$ cat src/rtl/time_channel_selector.sv
// rtl/time_channel_selector.sv - N-channel time display selector with mode stepping, per-channel hold and mode LEDs
module time_channel_selector #(
    parameter int NUM_CH    = 4,
    parameter int MSEC_W    = 7,
    parameter int SEC_W     = 6,
    parameter int MIN_W     = 6,
    parameter int HOUR_W    = 5,
    parameter int BLINK_DIV = 50_000_000,
    localparam int CH_W     = (NUM_CH > 1) ? $clog2(NUM_CH) : 1
) (
    input  logic                     clk,
    input  logic                     reset,
    input  logic                     btn_mode,
    input  logic                     btn_hold,
    input  logic                     clr_hold,
    input  logic [NUM_CH*MSEC_W-1:0] ch_msec,
    input  logic [NUM_CH*SEC_W-1:0]  ch_sec,
    input  logic [NUM_CH*MIN_W-1:0]  ch_min,
    input  logic [NUM_CH*HOUR_W-1:0] ch_hour,
    output logic [CH_W-1:0]          sel,
    output logic [MSEC_W-1:0]        o_msec,
    output logic [SEC_W-1:0]         o_sec,
    output logic [MIN_W-1:0]         o_min,
    output logic [HOUR_W-1:0]        o_hour,
    output logic                     hold_active,
    output logic [NUM_CH-1:0]        led
);

    localparam int BLINK_W = (BLINK_DIV > 1) ? $clog2(BLINK_DIV) : 1;
    localparam logic [CH_W-1:0]    SEL_MAX   = CH_W'(NUM_CH - 1);
    localparam logic [BLINK_W-1:0] BLINK_MAX = BLINK_W'(BLINK_DIV - 1);

    logic [MSEC_W-1:0] live_msec [NUM_CH];
    logic [SEC_W-1:0]  live_sec  [NUM_CH];
    logic [MIN_W-1:0]  live_min  [NUM_CH];
    logic [HOUR_W-1:0] live_hour [NUM_CH];

    for (genvar k = 0; k < NUM_CH; k++) begin : g_unpack
        assign live_msec[k] = ch_msec[k*MSEC_W +: MSEC_W];
        assign live_sec[k]  = ch_sec[k*SEC_W +: SEC_W];
        assign live_min[k]  = ch_min[k*MIN_W +: MIN_W];
        assign live_hour[k] = ch_hour[k*HOUR_W +: HOUR_W];
    end

    logic [NUM_CH-1:0]  hold, hold_n;
    logic [MSEC_W-1:0]  snap_msec [NUM_CH];
    logic [SEC_W-1:0]   snap_sec  [NUM_CH];
    logic [MIN_W-1:0]   snap_min  [NUM_CH];
    logic [HOUR_W-1:0]  snap_hour [NUM_CH];
    logic [MSEC_W-1:0]  snap_msec_n [NUM_CH];
    logic [SEC_W-1:0]   snap_sec_n  [NUM_CH];
    logic [MIN_W-1:0]   snap_min_n  [NUM_CH];
    logic [HOUR_W-1:0]  snap_hour_n [NUM_CH];
    logic               prev_mode, prev_hold;
    logic [BLINK_W-1:0] blink_cnt, blink_cnt_n;
    logic               blink_phase, blink_phase_n;
    logic [CH_W-1:0]    sel_n;
    logic               mode_edge, hold_edge;
    logic [MSEC_W-1:0]  o_msec_n;
    logic [SEC_W-1:0]   o_sec_n;
    logic [MIN_W-1:0]   o_min_n;
    logic [HOUR_W-1:0]  o_hour_n;
    logic [NUM_CH-1:0]  led_n;

    // Everything registered is computed from post-update state so the display
    // reflects a mode or hold change exactly one clock after the edge cycle.
    always_comb begin
        mode_edge     = btn_mode & ~prev_mode;
        hold_edge     = btn_hold & ~prev_hold;
        sel_n         = sel;
        hold_n        = hold;
        snap_msec_n   = snap_msec;
        snap_sec_n    = snap_sec;
        snap_min_n    = snap_min;
        snap_hour_n   = snap_hour;
        blink_cnt_n   = blink_cnt + 1'b1;
        blink_phase_n = blink_phase;

        if (clr_hold) begin
            hold_n = '0;
        end else if (hold_edge) begin
            hold_n[sel] = ~hold[sel];
            if (!hold[sel]) begin
                snap_msec_n[sel] = live_msec[sel];
                snap_sec_n[sel]  = live_sec[sel];
                snap_min_n[sel]  = live_min[sel];
                snap_hour_n[sel] = live_hour[sel];
            end
        end

        // Hold above uses the pre-increment channel; the step happens after.
        if (mode_edge) begin
            sel_n = (sel == SEL_MAX) ? '0 : sel + 1'b1;
        end

        if (blink_cnt == BLINK_MAX) begin
            blink_cnt_n   = '0;
            blink_phase_n = ~blink_phase;
        end

        if (hold_n[sel_n]) begin
            o_msec_n = snap_msec_n[sel_n];
            o_sec_n  = snap_sec_n[sel_n];
            o_min_n  = snap_min_n[sel_n];
            o_hour_n = snap_hour_n[sel_n];
        end else begin
            o_msec_n = live_msec[sel_n];
            o_sec_n  = live_sec[sel_n];
            o_min_n  = live_min[sel_n];
            o_hour_n = live_hour[sel_n];
        end

        led_n        = '0;
        led_n[sel_n] = hold_n[sel_n] ? blink_phase_n : 1'b1;
    end

    always_ff @(posedge clk) begin
        if (!reset) begin
            sel         <= '0;
            hold        <= '0;
            prev_mode   <= 1'b0;
            prev_hold   <= 1'b0;
            blink_cnt   <= '0;
            blink_phase <= 1'b1;
            o_msec      <= '0;
            o_sec       <= '0;
            o_min       <= '0;
            o_hour      <= '0;
            hold_active <= 1'b0;
            led         <= '0;
            for (int k = 0; k < NUM_CH; k++) begin
                snap_msec[k] <= '0;
                snap_sec[k]  <= '0;
                snap_min[k]  <= '0;
                snap_hour[k] <= '0;
            end
        end else begin
            sel         <= sel_n;
            hold        <= hold_n;
            prev_mode   <= btn_mode;
            prev_hold   <= btn_hold;
            blink_cnt   <= blink_cnt_n;
            blink_phase <= blink_phase_n;
            o_msec      <= o_msec_n;
            o_sec       <= o_sec_n;
            o_min       <= o_min_n;
            o_hour      <= o_hour_n;
            hold_active <= hold_n[sel_n];
            led         <= led_n;
            snap_msec   <= snap_msec_n;
            snap_sec    <= snap_sec_n;
            snap_min    <= snap_min_n;
            snap_hour   <= snap_hour_n;
        end
    end

endmodule

$ cat config.mk
export PLATFORM = sky130hd
export DESIGN_NAME = time_channel_selector
export DESIGN_NICKNAME = d
export VERILOG_FILES = /design/src/rtl/time_channel_selector.sv
export SDC_FILE = /design/constraint.sdc
export NUM_CORES = 1
export LEC_CHECK = 0
export ABC_AREA = 1
export ABC_CLOCK_PERIOD_IN_PS = 2780
export BUFFER_PORTS_ARGS = -buffer_cell sky130_fd_sc_hd__buf_2
export CAP_MARGIN = 20
export CORE_MARGIN = 2
export CORE_UTILIZATION = 58
export DETAILED_ROUTE_END_ITERATION = 8
export HOLD_SLACK_MARGIN = 0.08
export PLACE_DENSITY = 0.8
export SKIP_CTS_REPAIR_TIMING = 1
export SYNTH_ARGS = -nofsm -noshare
export SYNTH_HDL_FRONTEND = slang
export SYNTH_SLANG_ARGS = --single-unit
$ cat constraint.sdc
create_clock -name clk -period 2.78 [get_ports clk]
set_clock_uncertainty 0.1 [all_clocks]
set_input_delay 0.278 -clock clk [delete_from_list [all_inputs] [get_ports clk]]
set_output_delay 0.278 -clock clk [all_outputs]
set_load 0.05 [all_outputs]
==> reports/qor.json, run 1 <==
{
  "global_routing": {
    "grt.overflow.total": 0,
    "wire_length_of_the_first_global_routing_pass_mm": 43.3,
    "grt_util_all_layers_pct": 31.9,
    "grt_antenna_before_repair": 0,
    "first_global_vias": 8962,
    "grt_max_degree": 57
  },
  "synthesis": {
    "main_area_contributors_after_synthesis": "sky130_fd_sc_hd__dfxtp_1, sky130_fd_sc_hd__nand2_1, sky130_fd_sc_hd__nand3_1, sky130_fd_sc_hd__nor2_1, sky130_fd_sc_hd__inv_1",
    "postSynth.asyncResetShare_pct": 0,
    "netlist_instances": 1604,
    "synth.avg_cell_area_um2": 5.83,
    "synth_cell_type_count": 33,
    "yosysSeqAreaShare_pct": 34.3,
    "syn-cell-area_um2": 9350,
    "netlist.top_cell.by_area": "sky130_fd_sc_hd__dfxtp_1",
    "synth_fp_nets": 1710,
    "synth_edf_count": 0,
    "dominantRegCellSynth": "sky130_fd_sc_hd__dfxtp_1",
    "yosys_warnings": 0,
    "yosysTopAreaCellShare_pct": 34.3,
    "postSynthRegisterBits": 160
  },
  "timing": {
    "min_period_ps": 2620,
    "fin_max_slew_vios": 0,
    "setup_viol_count_final": 0,
    "max_freq_ghz": 0.382,
    "grt_setup_unrepaired": "false",
    "slew_headroom_pct": 62.4,
    "timing_hold_violations_final": 0,
    "layout_worst_path_cycle_share_pct": 94.2,
    "setup-tns-final_ps": 0,
    "tightestPinTransition_ps": 564
  },
  "cells_and_area": {
    "layout_common_cells": "sky130_fd_sc_hd__nand2_1, sky130_fd_sc_hd__nand3_1, sky130_fd_sc_hd__nor2_1, sky130_fd_sc_hd__inv_1, sky130_fd_sc_hd__dfxtp_1",
    "drive_above_1_share_pct": 13.1,
    "fin_cells": 1937,
    "layout_commonest_cell": "sky130_fd_sc_hd__nand2_1",
    "syn_to_final_growth_pct": 15.4,
    "fill_cells": 1456,
    "antenna_cells": 0,
    "final_net_count": 1814,
    "final_core_util_pct": 68.1
  },
  "route": {
    "detail_route.wirelength_mm": 27.2,
    "vias": 10100,
    "ant_nets": 0,
    "post-route-drc-count": 0,
    "detailedRoute.firstPassIterationCount": 5,
    "wire_per_inst_um": 14.1,
    "drtIter0Drc": 1056,
    "routed_via_density": 5.23
  },
  "clocking": {
    "cts_root_buffer": "sky130_fd_sc_hd__clkbuf_16",
    "cts-htree-levels": 4,
    "clock_transition_at_the_registers_of_the_reported_paths_ps": 60,
    "worst_skew_pair.late_latency_ps": 430,
    "cts_inserted_buffers": 17,
    "clock_sinks": 160,
    "clock_tree_from_tritoncts": "built",
    "cts_buffer_depth": 2
  },
  "setup_path": {
    "worst_ep_required_time_ps": 3000,
    "critical_path_class": "register to register",
    "worstPathCellList": "buf_4 > nand3_1 > nand2_4 > buf_4 > nand3_1 > nand3_1 > nand2_1 > inv_1 > nand2_1 > nor2_1 > nor2_1",
    "timing.critical_path.fanout_max": 56,
    "setup.worst_path.start_class": "register",
    "cp-end-kind": "register",
    "crit_top_cell": "sky130_fd_sc_hd__nand3_1",
    "critPathMaxStageDelay_ps": 520,
    "timing.critical_path.slowest_stage_cell": "sky130_fd_sc_hd__buf_4",
    "critical_path_arrival_ps": 2840
  },
  "placed_design": {
    "gpl.final_weighted_congestion": 0.948,
    "place.detailed.hpwl_mm": 18.1,
    "buffer_ports.inserted": 131,
    "placedCellCount": 1903
  },
  "die": {
    "rows": 46,
    "die_width_um": 131,
    "floorplan.initialDensity_pct": 59.1,
    "die_y_um": 131,
    "die_area_um2": 17100,
    "ios": 132,
    "placeableCoreArea_um2": 15800
  },
  "pwr": {
    "power_leakage_nw": 5.60,
    "total_power_mw": 6.28,
    "power.density_cell_area_nw_per_um2": 583,
    "worst_ir_drop_vdd_v": 0.000484
  },
  "hold_path": {
    "worstHoldPathType": "primary input to register"
  },
  "flow_run": {
    "drv_cap": 0
  },
  "outcome": {
    "status": "complete, no violations"
  }
}
## flip-flops by register name (all words and copies together), names as in the netlist
name / flops
snap_hour: 20
blink_cnt: 26
o_sec: 6
o_hour: 5
prev_hold: 1
prev_mode: 1
hold_active: 1
o_min: 6
sel: 2
snap_sec: 24
hold: 4
blink_phase: 1
snap_msec: 28
snap_min: 24
led: 4
o_msec: 7
## worst paths after layout
| kind | to | startpoint | cells after the start | slack (ps) |
|---|---|---|---|---|
| min | blink_phase | reset | 2 | 130 |
| min reg2reg | blink_cnt[0] | blink_cnt[0] | 1 | 350 |
| max | o_min[4] | sel[1] | 11 | 160 |
| max reg2reg | o_min[4] | sel[1] | 11 | 160 |
## cell families (layout without fill, tap and decap cells)
group / Yosys count / count (layout) / synth area share [%]
adders and majority gates: 5 / 5 / 0.669
buffers and inverters: 268 / 385 / 12.1
xor gates and xnor gates: 5 / 5 / 0.469
DFF: 160 / 160 / 34.3
and+or+nand+nor: 1138 / 1138 / 50.5
AOI/OAI and AO/OA: 28 / 28 / 1.97
## cell type report
cell class	count	area, um^2	area share, %
clock inverters	13	153	1.42
flip-flops and latches	160	3200	29.7
well taps	216	270	2.51
clock buffers	19	443	4.11
repair buffers	169	996	9.24
multi-input cells	1176	5020	46.6
inverters	184	696	6.45
## power by group
part	total, mW	switching (mW)	internal [mW]
clock network	2.36	0.998	1.36
logic	1.47	1.06	0.419
registers	2.45	0.0412	2.41
total	6.28	2.10	4.19
## through the flow
step,area (um^2),setup slack (ps),hold slack [ps]
3_5_place_dp,10200,305,343
2_1_floorplan,9350,33.9,271
6_report,10800,161,135
5_1_grt,10800,9.67,154
4_1_cts,10800,244,-51.1
3_3_place_gp,10200,318,325
## worst max-delay path, delay by kind of cell, from the launching register on
| family | cells | cell delay, ps |
|---|---|---|
| and+or+nand+nor | 8 | 1070 |
| DFF | 1 | 370 |
| buffers and inverters | 3 | 960 |
## synthesized netlist by cell type, drive strengths merged, types with 2 or more instances
cell type	n
nor3	8
nand3	255
o21a	6
clkbuf	26
nor3b	3
xor2	3
o21ai	2
nand4	8
nand2	640
nor2	217
a21oi	17
ha	5
or2	2
inv	184
xnor2	2
nor4	3
buf	58
dfxtp	160
## layer usage
| metal | vias up | share of wire, % | global-route usage, % |
|---|---|---|---|
| met3 | 62 | 8.8 | 5.74 |
| met1 | 4468 | 42 | 41.4 |
| met4 | 0 | 2.7 | 12.1 |
| li1 | 5113 | - | - |
| met5 | - | 0 | 0 |
| met2 | 493 | 46 | 52.8 |
Note: power is estimated with default switching activity, not from simulation.
==> run 2, diff against run 1 <==
- ABC_CLOCK_PERIOD_IN_PS: 2780 -> 2180
- CORE_UTILIZATION: 58 -> 53
- PLACE_DENSITY: 0.8 -> 0.77
- SLEW_MARGIN: not set -> 10
- clock period: 2.78 -> 2.18 ns (I/O delays scaled with it)
==> run 2 against run 1 <==
The run now ends with negative setup slack left. Worst setup slack worse by 190 ps. Maximum frequency is 18% higher. Die area rose by 9.1%. Via count grew 4.1%. Sequential share of layout area fell by 1.6 points. Critical endpoint is now o_hour[1]. Highest routed layer is now met5.
==> reports/qor.json, run 2 (synthesized netlist as in run 1, its figures left out) <==
{
  "global_routing": {
    "grt_util_all_layers": {"value": 31.0, "unit": "%", "change": "-0.92 points"},
    "first_global_vias": {"value": 9233, "change": "+3.0%"},
    "grt_antenna_before_repair": {"value": 1, "change": "+1"},
    "wire_length_of_the_first_global_routing_pass": {"value": 45.9, "unit": "mm", "change": "+5.9%"},
    "grt_max_degree": {"value": 59, "change": "+3.5%"},
    "grt.overflow.total": {"value": 0, "change": "unchanged"}
  },
  "setup_path": {
    "timing.critical_path.fanout_max": {"value": 18, "change": "-68%"},
    "setup.worst_path.start_class": "register",
    "timing.critical_path.slowest_stage_cell": "sky130_fd_sc_hd__dfxtp_4",
    "critPathMaxStageDelay": {"value": 390, "unit": "ps", "change": "-130 ps"},
    "worst_ep_required_time": {"value": 2440, "unit": "ps", "change": "-560 ps"},
    "critical_path_class": "register to register",
    "worst-path-buf-inv": {"value": 4, "change": "+1"},
    "top_family_by_delay_on_critical_path": "simple AND/OR/NAND/NOR gates",
    "worstPathCellList": "inv_4 > ha_4 > o21ai_4 > inv_2 > nor2_4 > nand2_2 > nand2_2 > nor2_4 > buf_12 > buf_12 > nand2_1 > nand2_1 > nor2_1",
    "critical_path_arrival": {"value": 2470, "unit": "ps", "change": "-370 ps"},
    "cp-end-kind": "register"
  },
  "cells_and_area": {
    "fill_cells": {"value": 1543, "change": "+6.0%"},
    "layout_commonest_cell": "sky130_fd_sc_hd__nand2_1",
    "regMostFlops": "snap_msec",
    "syn_to_final_growth_pct": 22.0,
    "finalInstanceArea": {"value": 11400, "unit": "um^2", "change": "+5.8%"},
    "drive_above_1_share": {"value": 15.4, "unit": "%", "change": "+2.3 points"},
    "fin_cells": {"value": 1978, "change": "+2.1%"},
    "regArea": {"value": 3210, "unit": "um^2", "change": "+0.20%"},
    "antenna_cells": {"value": 0, "change": "unchanged"},
    "biggestRegsByFlops": "snap_msec (28), blink_cnt (26)",
    "multi_input_area": {"value": 5090, "unit": "um^2", "change": "+1.4%"},
    "largest_register_ff_count": {"value": 28, "change": "unchanged"},
    "layout_common_cells": "sky130_fd_sc_hd__nand2_1, sky130_fd_sc_hd__nand3_1, sky130_fd_sc_hd__nor2_1, sky130_fd_sc_hd__inv_1, sky130_fd_sc_hd__dfxtp_1",
    "final_net_count": {"value": 1847, "change": "+1.8%"}
  },
  "pwr": {
    "share_comb_of_total_power": {"value": 26.0, "unit": "%", "change": "+2.5 points"},
    "swShare": {"value": 33.0, "unit": "%", "change": "-0.37 points"},
    "clockPowerShare": {"value": 35.9, "unit": "%", "change": "-1.7 points"},
    "proportion_of_power_drawn_by_flip_flops_and_latches": {"value": 38.1, "unit": "%", "change": "-0.8 points"},
    "internal-power": {"value": 5.51, "unit": "mW", "change": "+32%"},
    "power.density_cell_area": {"value": 721, "unit": "nW/um^2", "change": "+24%"},
    "switching_power": {"value": 2.71, "unit": "mW", "change": "+29%"},
    "worst_ir_drop_vdd": {"value": 0.000616, "unit": "V", "change": "+27%"},
    "total_power": {"value": 8.23, "unit": "mW", "change": "+31%"},
    "power_leakage": {"value": 5.89, "unit": "nW", "change": "+5.1%"}
  },
  "clocking": {
    "cts_inserted_buffers": {"value": 17, "change": "unchanged"},
    "cts_root_buffer": "sky130_fd_sc_hd__clkbuf_16",
    "cts_buffer_depth": {"value": 2, "change": "unchanged"},
    "clock_tree_from_tritoncts": "built",
    "cts-htree-levels": {"value": 4, "change": "unchanged"},
    "clock_sinks": {"value": 160, "change": "unchanged"},
    "worst_skew_pair.late_latency": {"value": 430, "unit": "ps", "change": "about the same"},
    "clock_transition_at_the_registers_of_the_reported_paths": {"value": 70, "unit": "ps", "change": "about the same"}
  },
  "timing": {
    "slew_headroom": {"value": 60.5, "unit": "%", "change": "-1.9 points"},
    "setup_viol_count_final": {"value": 4, "change": "+4"},
    "grt_setup_unrepaired": "true",
    "fin_max_slew_vios": {"value": 0, "change": "unchanged"},
    "min_period": {"value": 2210, "unit": "ps", "change": "-409 ps"},
    "tightestPinTransition": {"value": 593, "unit": "ps", "change": "+28.5 ps"},
    "max_freq": {"value": 0.452, "unit": "GHz", "change": "+18%"},
    "layout_worst_path_cycle_share": {"value": 101, "unit": "%", "change": "+7.2 points"},
    "worst_slack": {"value": -30.0, "unit": "ps", "change": "-191 ps"},
    "timing_hold_violations_final": {"value": 0, "change": "unchanged"}
  },
  "route": {
    "drtIter0Drc": {"value": 1187, "change": "+12%"},
    "detail_route.wirelength": {"value": 30.4, "unit": "mm", "change": "+12%"},
    "ant_nets": {"value": 0, "change": "unchanged"},
    "post-route-drc-count": {"value": 0, "change": "unchanged"},
    "detailedRoute.firstPassIterationCount": {"value": 6, "change": "+1"},
    "vias": {"value": 10600, "change": "+4.1%"},
    "wire_per_inst": {"value": 15.4, "unit": "um", "change": "+9.4%"},
    "routed_via_density": {"value": 5.33, "change": "+1.9%"}
  },
  "die": {
    "floorplan.initialDensity": {"value": 54.0, "unit": "%", "change": "-5.0 points"},
    "die_width": {"value": 137, "unit": "um", "change": "+4.5%"},
    "rows": {"value": 48, "change": "+4.3%"},
    "die_area": {"value": 18700, "unit": "um^2", "change": "+9.1%"},
    "die_y": {"value": 137, "unit": "um", "change": "+4.5%"},
    "placeableCoreArea": {"value": 17300, "unit": "um^2", "change": "+9.3%"},
    "ios": {"value": 132, "change": "unchanged"}
  },
  "placed_design": {
    "buffer_ports.inserted": {"value": 131, "change": "unchanged"},
    "place_area": {"value": 10400, "unit": "um^2", "change": "+2.4%"},
    "gpl.final_weighted_congestion": {"value": 0.919, "change": "-3.1%"},
    "dpl_worst_slack": {"value": 78.0, "unit": "ps", "change": "-227 ps"},
    "placedCellCount": {"value": 1923, "change": "+1.1%"},
    "place.detailed.hpwl": {"value": 19.3, "unit": "mm", "change": "+6.6%"}
  },
  "outcome": {
    "status": "complete, but fails checks",
    "failed_checks": "negative setup slack"
  },
  "hold_path": {
    "worstHoldPathType": "primary input to register"
  },
  "flow_run": {
    "drv_cap": {"value": 0, "change": "unchanged"}
  }
}
==> run 2: changes by cell type in the layout (fill, tap and decap cells not counted), sizes merged <==
| cell | change |
|---|---|
| buf | +27 |
| clkbuf | +9 |
| inv | -3 |
| clkinv | -2 |
| clkinvlp | +1 |
==> run 2: metal layers <==
metal,vias up,routed length (um),global-route usage (%)
li1,5187,-,-
met1,4715,12400,40.3
met2,573,14200,52.5
met3,73,3090,5.52
met4,2,750,8.93
met5,-,13,0
==> run 2: final timing paths <==
| check | start | slack (ps) | endpoint | depth (start not counted) |
|---|---|---|---|---|
| worst max-delay path | sel[1] | -30 | o_hour[1] | 13 |
| worst min-delay path | reset | 80 | blink_phase | 2 |
| worst max register to register | sel[1] | -30 | o_hour[1] | 13 |
| worst min register to register | blink_cnt[0] | 350 | blink_cnt[0] | 1 |
==> run 2: stage by stage <==
stage | hold slack (ps) | TNS [ps] | utilization [%]
finish | 79.4 | -70.9 | 66.0
global route | 88.4 | -926 | 66.0
CTS | -94.3 | 0 | 63.5
detailed placement | 339 | 0 | 60.2
global placement | 330 | 0 | 60.2
floorplan | 211 | 0 | -
==> run 2: layout make-up <==
class | instances | area share, %
multi-input cells | 1176 | 44.6
flip-flops and latches | 160 | 28.1
repair buffers | 202 | 13.6
inverters | 184 | 6.12
clock buffers | 22 | 4.07
well taps | 225 | 2.47
clock inverters | 9 | 0.954
==> run 2: power by group through the flow <==
stage,Clock [mW],Sequential (mW),Combinational (mW)
4_1_cts,2.98,3.13,1.92
6_report,2.95,3.13,2.14
5_1_grt,3.10,3.14,2.31
3_5_place_dp,0,3.19,1.91
3_3_place_gp,0,3.19,1.89
2_1_floorplan,0,3.44,1.06
